**src/rtl/wb_scoreboard_if.sv**
```systemverilog
// Purpose: bundles the execute-side result streams, issue/decode hazard signals and regfile write port of wb_scoreboard.
// Latency: none; this file only declares wires and modport directions.
// Backpressure: alu_ready / md_ready flow from the slave (scoreboard) back to the master (execute/decode side).
//
// Ports (signals):
//   issue_valid/issue_long/issue_rd  issued instruction, long-latency flag, destination
//   issue_waw                        advisory: long issue targets an already-busy register
//   alu_valid/alu_ready/alu_rd/alu_wd  single-cycle ALU result request
//   md_valid/md_ready/md_rd/md_wd      MUL/DIV result request into the skid buffer
//   rs1/rs2, rs1_busy/rs2_busy         decode source indices and RAW hazard flags
//   reg_write/rd/wd                    registered regfile write port
interface wb_scoreboard_if #(
    parameter int XLEN = 32
);
    // Issue / hazard
    logic            issue_valid;
    logic            issue_long;
    logic [4:0]      issue_rd;
    logic            issue_waw;

    // ALU result stream
    logic            alu_valid;
    logic            alu_ready;
    logic [4:0]      alu_rd;
    logic [XLEN-1:0] alu_wd;

    // MUL/DIV result stream
    logic            md_valid;
    logic            md_ready;
    logic [4:0]      md_rd;
    logic [XLEN-1:0] md_wd;

    // Decode source lookup
    logic [4:0]      rs1;
    logic [4:0]      rs2;
    logic            rs1_busy;
    logic            rs2_busy;

    // Regfile write port
    logic            reg_write;
    logic [4:0]      rd;
    logic [XLEN-1:0] wd;

    // Scoreboard side
    modport slave (
        input  issue_valid, issue_long, issue_rd,
        input  alu_valid, alu_rd, alu_wd,
        input  md_valid, md_rd, md_wd,
        input  rs1, rs2,
        output issue_waw, alu_ready, md_ready,
        output rs1_busy, rs2_busy,
        output reg_write, rd, wd
    );

    // Execute / decode side
    modport master (
        output issue_valid, issue_long, issue_rd,
        output alu_valid, alu_rd, alu_wd,
        output md_valid, md_rd, md_wd,
        output rs1, rs2,
        input  issue_waw, alu_ready, md_ready,
        input  rs1_busy, rs2_busy,
        input  reg_write, rd, wd
    );
endinterface

```
**src/rtl/wb_scoreboard.sv**
```systemverilog
// Purpose: single writer of the regfile port; merges ALU and MUL/DIV results and tracks pending long-latency destinations.
// Latency: 1 cycle from selection to reg_write; MUL/DIV results pass through a 1-entry skid buffer first.
// Backpressure: md_ready = !buffer full; alu_ready drops only while a starved MUL/DIV result is forced out.
//
// Ports:
//   clk   rising-edge clock for all state
//   rst   synchronous active-high reset
//   bus   wb_scoreboard_if.slave: issue/hazard, ALU and MUL/DIV result streams,
//         decode busy lookup and the registered regfile write port
module wb_scoreboard #(
    parameter int XLEN         = 32,
    parameter int NREGS        = 32,
    parameter int STARVE_LIMIT = 4
) (
    input  logic           clk,
    input  logic           rst,
    wb_scoreboard_if.slave bus
);

    localparam int            SW         = $clog2(STARVE_LIMIT + 1);
    localparam logic [SW-1:0] STARVE_MAX = SW'(STARVE_LIMIT);

    typedef struct packed {
        logic [4:0]      rd;
        logic [XLEN-1:0] wd;
    } wr_t;

    // ------------------------------------------------------------------
    // State
    // ------------------------------------------------------------------
    logic             buf_vld_q,   buf_vld_d;
    wr_t              buf_q,       buf_d;
    logic [SW-1:0]    starve_q,    starve_d;
    logic             reg_write_q, reg_write_d;
    wr_t              out_q,       out_d;
    logic             is_md_q,     is_md_d;
    logic [NREGS-1:0] sb_q,        sb_d;

    // ------------------------------------------------------------------
    // Arbitration
    // ------------------------------------------------------------------
    logic             starved;
    logic             alu_sel;
    logic             drain;
    logic             md_load;
    logic [NREGS-1:0] sb_set;
    logic [NREGS-1:0] sb_clr;

    always_comb begin
        // A buffered result that has waited the full limit pre-empts the ALU.
        starved = buf_vld_q && (starve_q == STARVE_MAX);
        alu_sel = bus.alu_valid && !starved;
        drain   = buf_vld_q && (starved || !bus.alu_valid);
        // md_ready is just !buf_vld_q, so a load and a drain never share an edge.
        md_load = bus.md_valid && !buf_vld_q;
    end

    // ------------------------------------------------------------------
    // Skid buffer and starvation counter
    // ------------------------------------------------------------------
    always_comb begin
        buf_vld_d = buf_vld_q;
        buf_d     = buf_q;
        starve_d  = starve_q;

        if (drain) begin
            buf_vld_d = 1'b0;
        end
        if (md_load) begin
            buf_vld_d = 1'b1;
            buf_d.rd  = bus.md_rd;
            buf_d.wd  = bus.md_wd;
        end

        // Counts cycles a full buffer was passed over; a fresh load starts at 0.
        if (!buf_vld_q || drain) begin
            starve_d = '0;
        end else if (starve_q != STARVE_MAX) begin
            starve_d = starve_q + SW'(1);
        end
    end

    // ------------------------------------------------------------------
    // Output register
    // ------------------------------------------------------------------
    always_comb begin
        reg_write_d = 1'b0;
        is_md_d     = 1'b0;
        out_d       = out_q;   // rd/wd hold when nothing is selected

        if (alu_sel) begin
            reg_write_d = 1'b1;
            out_d.rd    = bus.alu_rd;
            out_d.wd    = bus.alu_wd;
        end else if (drain) begin
            reg_write_d = 1'b1;
            is_md_d     = 1'b1;
            out_d       = buf_q;
        end
    end

    // ------------------------------------------------------------------
    // Scoreboard
    // ------------------------------------------------------------------
    always_comb begin
        sb_set = '0;
        sb_clr = '0;

        if (bus.issue_valid && bus.issue_long && (bus.issue_rd != 5'd0)) begin
            sb_set[bus.issue_rd] = 1'b1;
        end
        // The bit clears on the edge the regfile commits the MUL/DIV write,
        // so decode sees busy=0 only once the value is readable.
        if (reg_write_q && is_md_q) begin
            sb_clr[out_q.rd] = 1'b1;
        end

        // A new long issue to the same register outranks the retiring write.
        sb_d    = (sb_q & ~sb_clr) | sb_set;
        sb_d[0] = 1'b0;
    end

    // ------------------------------------------------------------------
    // Registers
    // ------------------------------------------------------------------
    always_ff @(posedge clk) begin
        if (rst) begin
            buf_vld_q   <= 1'b0;
            buf_q       <= '0;
            starve_q    <= '0;
            reg_write_q <= 1'b0;
            out_q       <= '0;
            is_md_q     <= 1'b0;
            sb_q        <= '0;
        end else begin
            buf_vld_q   <= buf_vld_d;
            buf_q       <= buf_d;
            starve_q    <= starve_d;
            reg_write_q <= reg_write_d;
            out_q       <= out_d;
            is_md_q     <= is_md_d;
            sb_q        <= sb_d;
        end
    end

    // ------------------------------------------------------------------
    // Outputs
    // ------------------------------------------------------------------
    assign bus.md_ready  = !buf_vld_q;
    assign bus.alu_ready = !starved;
    assign bus.reg_write = reg_write_q;
    assign bus.rd        = out_q.rd;
    assign bus.wd        = out_q.wd;

    // Busy flags read state only; no same-cycle bypass of issue or commit.
    assign bus.rs1_busy  = sb_q[bus.rs1];
    assign bus.rs2_busy  = sb_q[bus.rs2];
    assign bus.issue_waw = bus.issue_valid && bus.issue_long && sb_q[bus.issue_rd];

endmodule

```
**src/flat_wrapper.sv**
```systemverilog
// flat-port wrapper written by rule: the top's interface ports become plain ports
module wb_scoreboard_flat 
#(
    parameter int XLEN         = 32,
    parameter int NREGS        = 32,
    parameter int STARVE_LIMIT = 4
)
  (clk, rst, bus_issue_valid, bus_issue_long, bus_issue_rd, bus_alu_valid, bus_alu_rd, bus_alu_wd, bus_md_valid, bus_md_rd, bus_md_wd, bus_rs1, bus_rs2, bus_issue_waw, bus_alu_ready, bus_md_ready, bus_rs1_busy, bus_rs2_busy, bus_reg_write, bus_rd, bus_wd);
  wb_scoreboard_if #(.XLEN(XLEN)) bus_i ();
  input  logic clk;
  input  logic rst;
  input wire logic [$bits(bus_i.issue_valid)-1:0] bus_issue_valid;
  input wire logic [$bits(bus_i.issue_long)-1:0] bus_issue_long;
  input wire logic [$bits(bus_i.issue_rd)-1:0] bus_issue_rd;
  input wire logic [$bits(bus_i.alu_valid)-1:0] bus_alu_valid;
  input wire logic [$bits(bus_i.alu_rd)-1:0] bus_alu_rd;
  input wire logic [$bits(bus_i.alu_wd)-1:0] bus_alu_wd;
  input wire logic [$bits(bus_i.md_valid)-1:0] bus_md_valid;
  input wire logic [$bits(bus_i.md_rd)-1:0] bus_md_rd;
  input wire logic [$bits(bus_i.md_wd)-1:0] bus_md_wd;
  input wire logic [$bits(bus_i.rs1)-1:0] bus_rs1;
  input wire logic [$bits(bus_i.rs2)-1:0] bus_rs2;
  output wire logic [$bits(bus_i.issue_waw)-1:0] bus_issue_waw;
  output wire logic [$bits(bus_i.alu_ready)-1:0] bus_alu_ready;
  output wire logic [$bits(bus_i.md_ready)-1:0] bus_md_ready;
  output wire logic [$bits(bus_i.rs1_busy)-1:0] bus_rs1_busy;
  output wire logic [$bits(bus_i.rs2_busy)-1:0] bus_rs2_busy;
  output wire logic [$bits(bus_i.reg_write)-1:0] bus_reg_write;
  output wire logic [$bits(bus_i.rd)-1:0] bus_rd;
  output wire logic [$bits(bus_i.wd)-1:0] bus_wd;
  assign bus_i.issue_valid = bus_issue_valid;
  assign bus_i.issue_long = bus_issue_long;
  assign bus_i.issue_rd = bus_issue_rd;
  assign bus_i.alu_valid = bus_alu_valid;
  assign bus_i.alu_rd = bus_alu_rd;
  assign bus_i.alu_wd = bus_alu_wd;
  assign bus_i.md_valid = bus_md_valid;
  assign bus_i.md_rd = bus_md_rd;
  assign bus_i.md_wd = bus_md_wd;
  assign bus_i.rs1 = bus_rs1;
  assign bus_i.rs2 = bus_rs2;
  assign bus_issue_waw = bus_i.issue_waw;
  assign bus_alu_ready = bus_i.alu_ready;
  assign bus_md_ready = bus_i.md_ready;
  assign bus_rs1_busy = bus_i.rs1_busy;
  assign bus_rs2_busy = bus_i.rs2_busy;
  assign bus_reg_write = bus_i.reg_write;
  assign bus_rd = bus_i.rd;
  assign bus_wd = bus_i.wd;
  wb_scoreboard #(.XLEN(XLEN), .NREGS(NREGS), .STARVE_LIMIT(STARVE_LIMIT)) u_core (.clk(clk), .rst(rst), .bus(bus_i));
endmodule
```
**config.mk**
```make
export PLATFORM = sky130hd
export DESIGN_NAME = wb_scoreboard_flat
export DESIGN_NICKNAME = d
export VERILOG_FILES = /design/src/rtl/wb_scoreboard_if.sv /design/src/rtl/wb_scoreboard.sv /design/src/flat_wrapper.sv
export SDC_FILE = /design/constraint.sdc
export NUM_CORES = 1
export LEC_CHECK = 0
export CAP_MARGIN = 15
export CORE_MARGIN = 2
export CORE_UTILIZATION = 43
export CTS_CLUSTER_SIZE = 20
export DETAILED_ROUTE_END_ITERATION = 16
export PLACE_DENSITY = 0.72
export SLEW_MARGIN = 20
export SYNTH_ARGS = -nofsm -noshare
export SYNTH_HDL_FRONTEND = slang
export SYNTH_SLANG_ARGS = --single-unit
```
**constraint.sdc**
```tcl
create_clock -name clk -period 3.9 [get_ports clk]
set_input_delay 0.39 -clock clk [delete_from_list [all_inputs] [get_ports clk]]
set_output_delay 0.39 -clock clk [all_outputs]
set_load 0.02 [all_outputs]
```
==> results_dict.tcl <==
set metrics [dict create \
    ys_warn_count 0 \
    whs_endpoint "u_core.buf_q[35]$_SDFFE_PP0P_" \
    syn_area_um2 5180 \
    vias 4877 \
    fin_worst_skew_ns 0.00999 \
    synthesis.instances 591 \
    grt_pass1_vias 4796 \
    cts_setup_buffers 0 \
    crit_required_ns 3.51 \
    drive_gt1_frac 0.0638 \
    yosysMostFrequentCell "nand2_1" \
    synth_edf_count 0 \
    clock-sinks 111 \
    netlist_top_cells_area "dfxtp_1, mux2i_1, nand2_1" \
    tightest_slew_ns 0.990 \
    wire_per_inst_um 18.0 \
    wirelength_um 15400 \
    fin_crit_ns 3.30 \
    use_met3 0.0776 \
    hold_ws_ns 0.456 \
    track_usage 0.240 \
    coreArea_um2 11900 \
    seq_area_frac_synth 0.429 \
    diodes 0 \
    start_util 0.437 \
    arrival_ns 2.91 \
    firstDrtPassIters 4 \
    overflow 0 \
    drc 0 \
    start_kind "primary input" \
    cts_tree "done" \
    critPathTopFamily "buffers and inverters" \
    htree_levels 3 \
    path_max_fanout 15 \
    cts_max_path_buffers 2 \
    cts_hold_buf 0 \
    finalSetupViolCount 0 \
    slew_headroom 0.335 \
    hp-class "flip-flop to flip-flop" \
    fin_setup_tns_ns 0 \
    ys_top_cells_by_count "nand2_1, dfxtp_1, a21oi_1" \
    port_buffers 137 \
    met2_usage 0.384 \
    use_met1 0.306 \
    busiest_layer "met2" \
    ios 138 \
    r2r_slack_ns 1.53 \
    maxCapViolCount 0 \
    clk_latency_ns 0.34 \
    utilization 0.581 \
    grt_pass1_wl_um 24600 \
    num-fill-cells 1049 \
    worstHoldStart "u_core.buf_q[35]$_SDFFE_PP0P_" \
    grt_antenna_before_repair 0 \
    area_growth_pct 33.1 \
    slew_viol_final 0 \
    synth_cell_type_count 39 \
    pwr_density_cell_nw_per_um2 367 \
    drt_iter0_drc 270 \
    syn-num-nets 688 \
    critPathMaxStageDelay_ns 0.70 \
    fmaxAchievable_mhz 303 \
    switching_share 0.251 \
    pwr-share-comb 0.163 \
    status "finished, final reports clean" \
    yosysTopAreaCellShare 0.429 \
    place_congestion 0.985 \
    endpoint_kind "output pin" \
    cp_cell_sequence "clkdlybuf4s50_1, or3b_2, o22ai_1, o22ai_1, a41oi_1, clkdlybuf4s50_1" \
    row_count 40 \
    post-dp-hpwl_um 10800 \
    postRouteAntennaNets 0 \
    worst_path_max_delay_cell "clkdlybuf4s50_1" \
    synth_seq_cells 111 \
    whs_path_depth 2 \
    p_int_w 0.00190 \
    hold_viol 0 \
    clk_pin_slew_worst_paths_ns 0.07 \
    die_x_um 114 \
    cts_resized 0 \
    ir_drop_mv 0.225 \
    pwr-share-clk 0.349 \
    crit_type "primary input to output pin" \
    numCtsBuffers 9 \
    p_seq_frac 0.487 \
    synth_top_area_cell "dfxtp_1" \
    viasPerCell 5.72 \
    path_buf_inv 2 \
    rsz0062_at_grt "no" \
    cts_root_buffer "clkbuf_16" \
    fin_crit_sh 0.845 \
    leakagePower_nw 2.43 \
    die_area_um2 12900 \
    grt_max_degree 90 \
    p_sw_w 0.000635 \
    syn_avg_cell_area_um2 8.76 \
    fin_nets 798 \
    r2r_start "u_core.buf_vld_q$_SDFFE_PP0P_" \
    async_reset_ff_frac 0 \
    synth_flop_cell "dfxtp_1" \
    r2r_cells 5 \
    reg2reg_to "u_core.bus.wd[0]$_SDFFE_PP0P_" \
    chipHeight_um 114 \
]
[how the worst max path moves through the flow]
stage | from | end | slack [ns] | cells past startpoint
floorplan | bus_rs2[2] | bus_rs2_busy | 1.71 | 5
global placement | bus_issue_rd[0] | bus_issue_waw | 0.68 | 6
detailed placement | bus_issue_rd[0] | bus_issue_waw | 0.64 | 6
CTS | bus_issue_rd[0] | bus_issue_waw | 0.63 | 6
global route | bus_issue_rd[0] | bus_issue_waw | 0.52 | 6
finish | bus_issue_rd[0] | bus_issue_waw | 0.60 | 6
[layout make-up]
| cell class | instances | area (um^2) | share of cell area |
|---|---|---|---|
| Clock buffer | 12 | 236 | 0.0343 |
| Clock inverter | 3 | 45.0 | 0.00653 |
| Sequential cell | 111 | 2220 | 0.322 |
| Tap cell | 147 | 184 | 0.0267 |
| Inverter | 4 | 15.0 | 0.00218 |
| Multi-Input combinational cell | 431 | 2770 | 0.402 |
| Timing Repair Buffer | 144 | 1420 | 0.206 |
[power groups by stage]
stage | sequential (W) | clock [W] | combinational (W)
global placement | 0.00126 | 0 | 0.000407
detailed placement | 0.00126 | 0 | 0.000413
CTS | 0.00123 | 0.000901 | 0.000416
floorplan | 0.00127 | 0 | 0.000189
finish | 0.00123 | 0.000884 | 0.000414
global route | 0.00124 | 0.000955 | 0.000448
[state kept, by name, summed over array words and instances, names as in the netlist]
signal                flops
u_core.buf_q             37
u_core.sb_q              31
u_core.is_md_q            1
u_core.starve_q           3
u_core.buf_vld_q          1
u_core.bus.wd            32
u_core.bus.rd             5
u_core.bus.reg_write      1
[worst reg2reg max path, delay by kind of cell (launching register included)]
| kind | cells | cell delay (ns) |
|---|---|---|
| simple gates | 3 | 1.00 |
| compound gates | 1 | 0.21 |
| buf+inv | 1 | 0.49 |
| flops | 1 | 0.59 |
[layer usage]
metal	routed length (um)	vias up	share of wire
li1	-	2328	-
met1	6340	2300	0.41
met2	7130	207	0.46
met3	1470	42	0.096
met4	423	0	0.028
met5	0	-	0
[stage by stage]
stage	setup slack (ns)	cells	power, W	cell area (um^2)
final	0.605	852	0.00253	6900
after global routing	0.524	852	0.00264	6900
after CTS	0.627	852	0.00255	6890
after detailed placement	0.641	837	0.00167	6610
after global placement	0.683	837	0.00166	6610
after floorplan	1.71	591	0.00146	5180
[cells by family (layout without fill, tap and decap cells)]
logic type / Yosys count / count (layout) / share of synthesized area
and+or+nand+nor: 204 / 204 / 0.171
DFF: 111 / 111 / 0.429
adders and majority gates: 2 / 2 / 0.00483
muxes: 74 / 74 / 0.185
buffers and inverters: 49 / 163 / 0.0389
AOI/OAI and AO/OA: 151 / 151 / 0.172
[placed cells by master (no fill, tap or decap), types with 3 or more instances in the layout]
cell and instances:
clkbuf_16 9, a21oi_1 70, buf_4 8, o21ai_0 31, clkbuf_1 3, nor2_1 48, inv_1 4, nand3b_1 6
mux2i_1 55, and3b_1 3, a211oi_1 37, dfxtp_1 110, nor3b_1 5, nand3_1 3, nor3_1 3, nand2_1 118
mux4_2 17, clkdlybuf4s50_1 136, nand4b_1 4, and2_1 3
No activity file was read; power rests on OpenSTA's default activity.
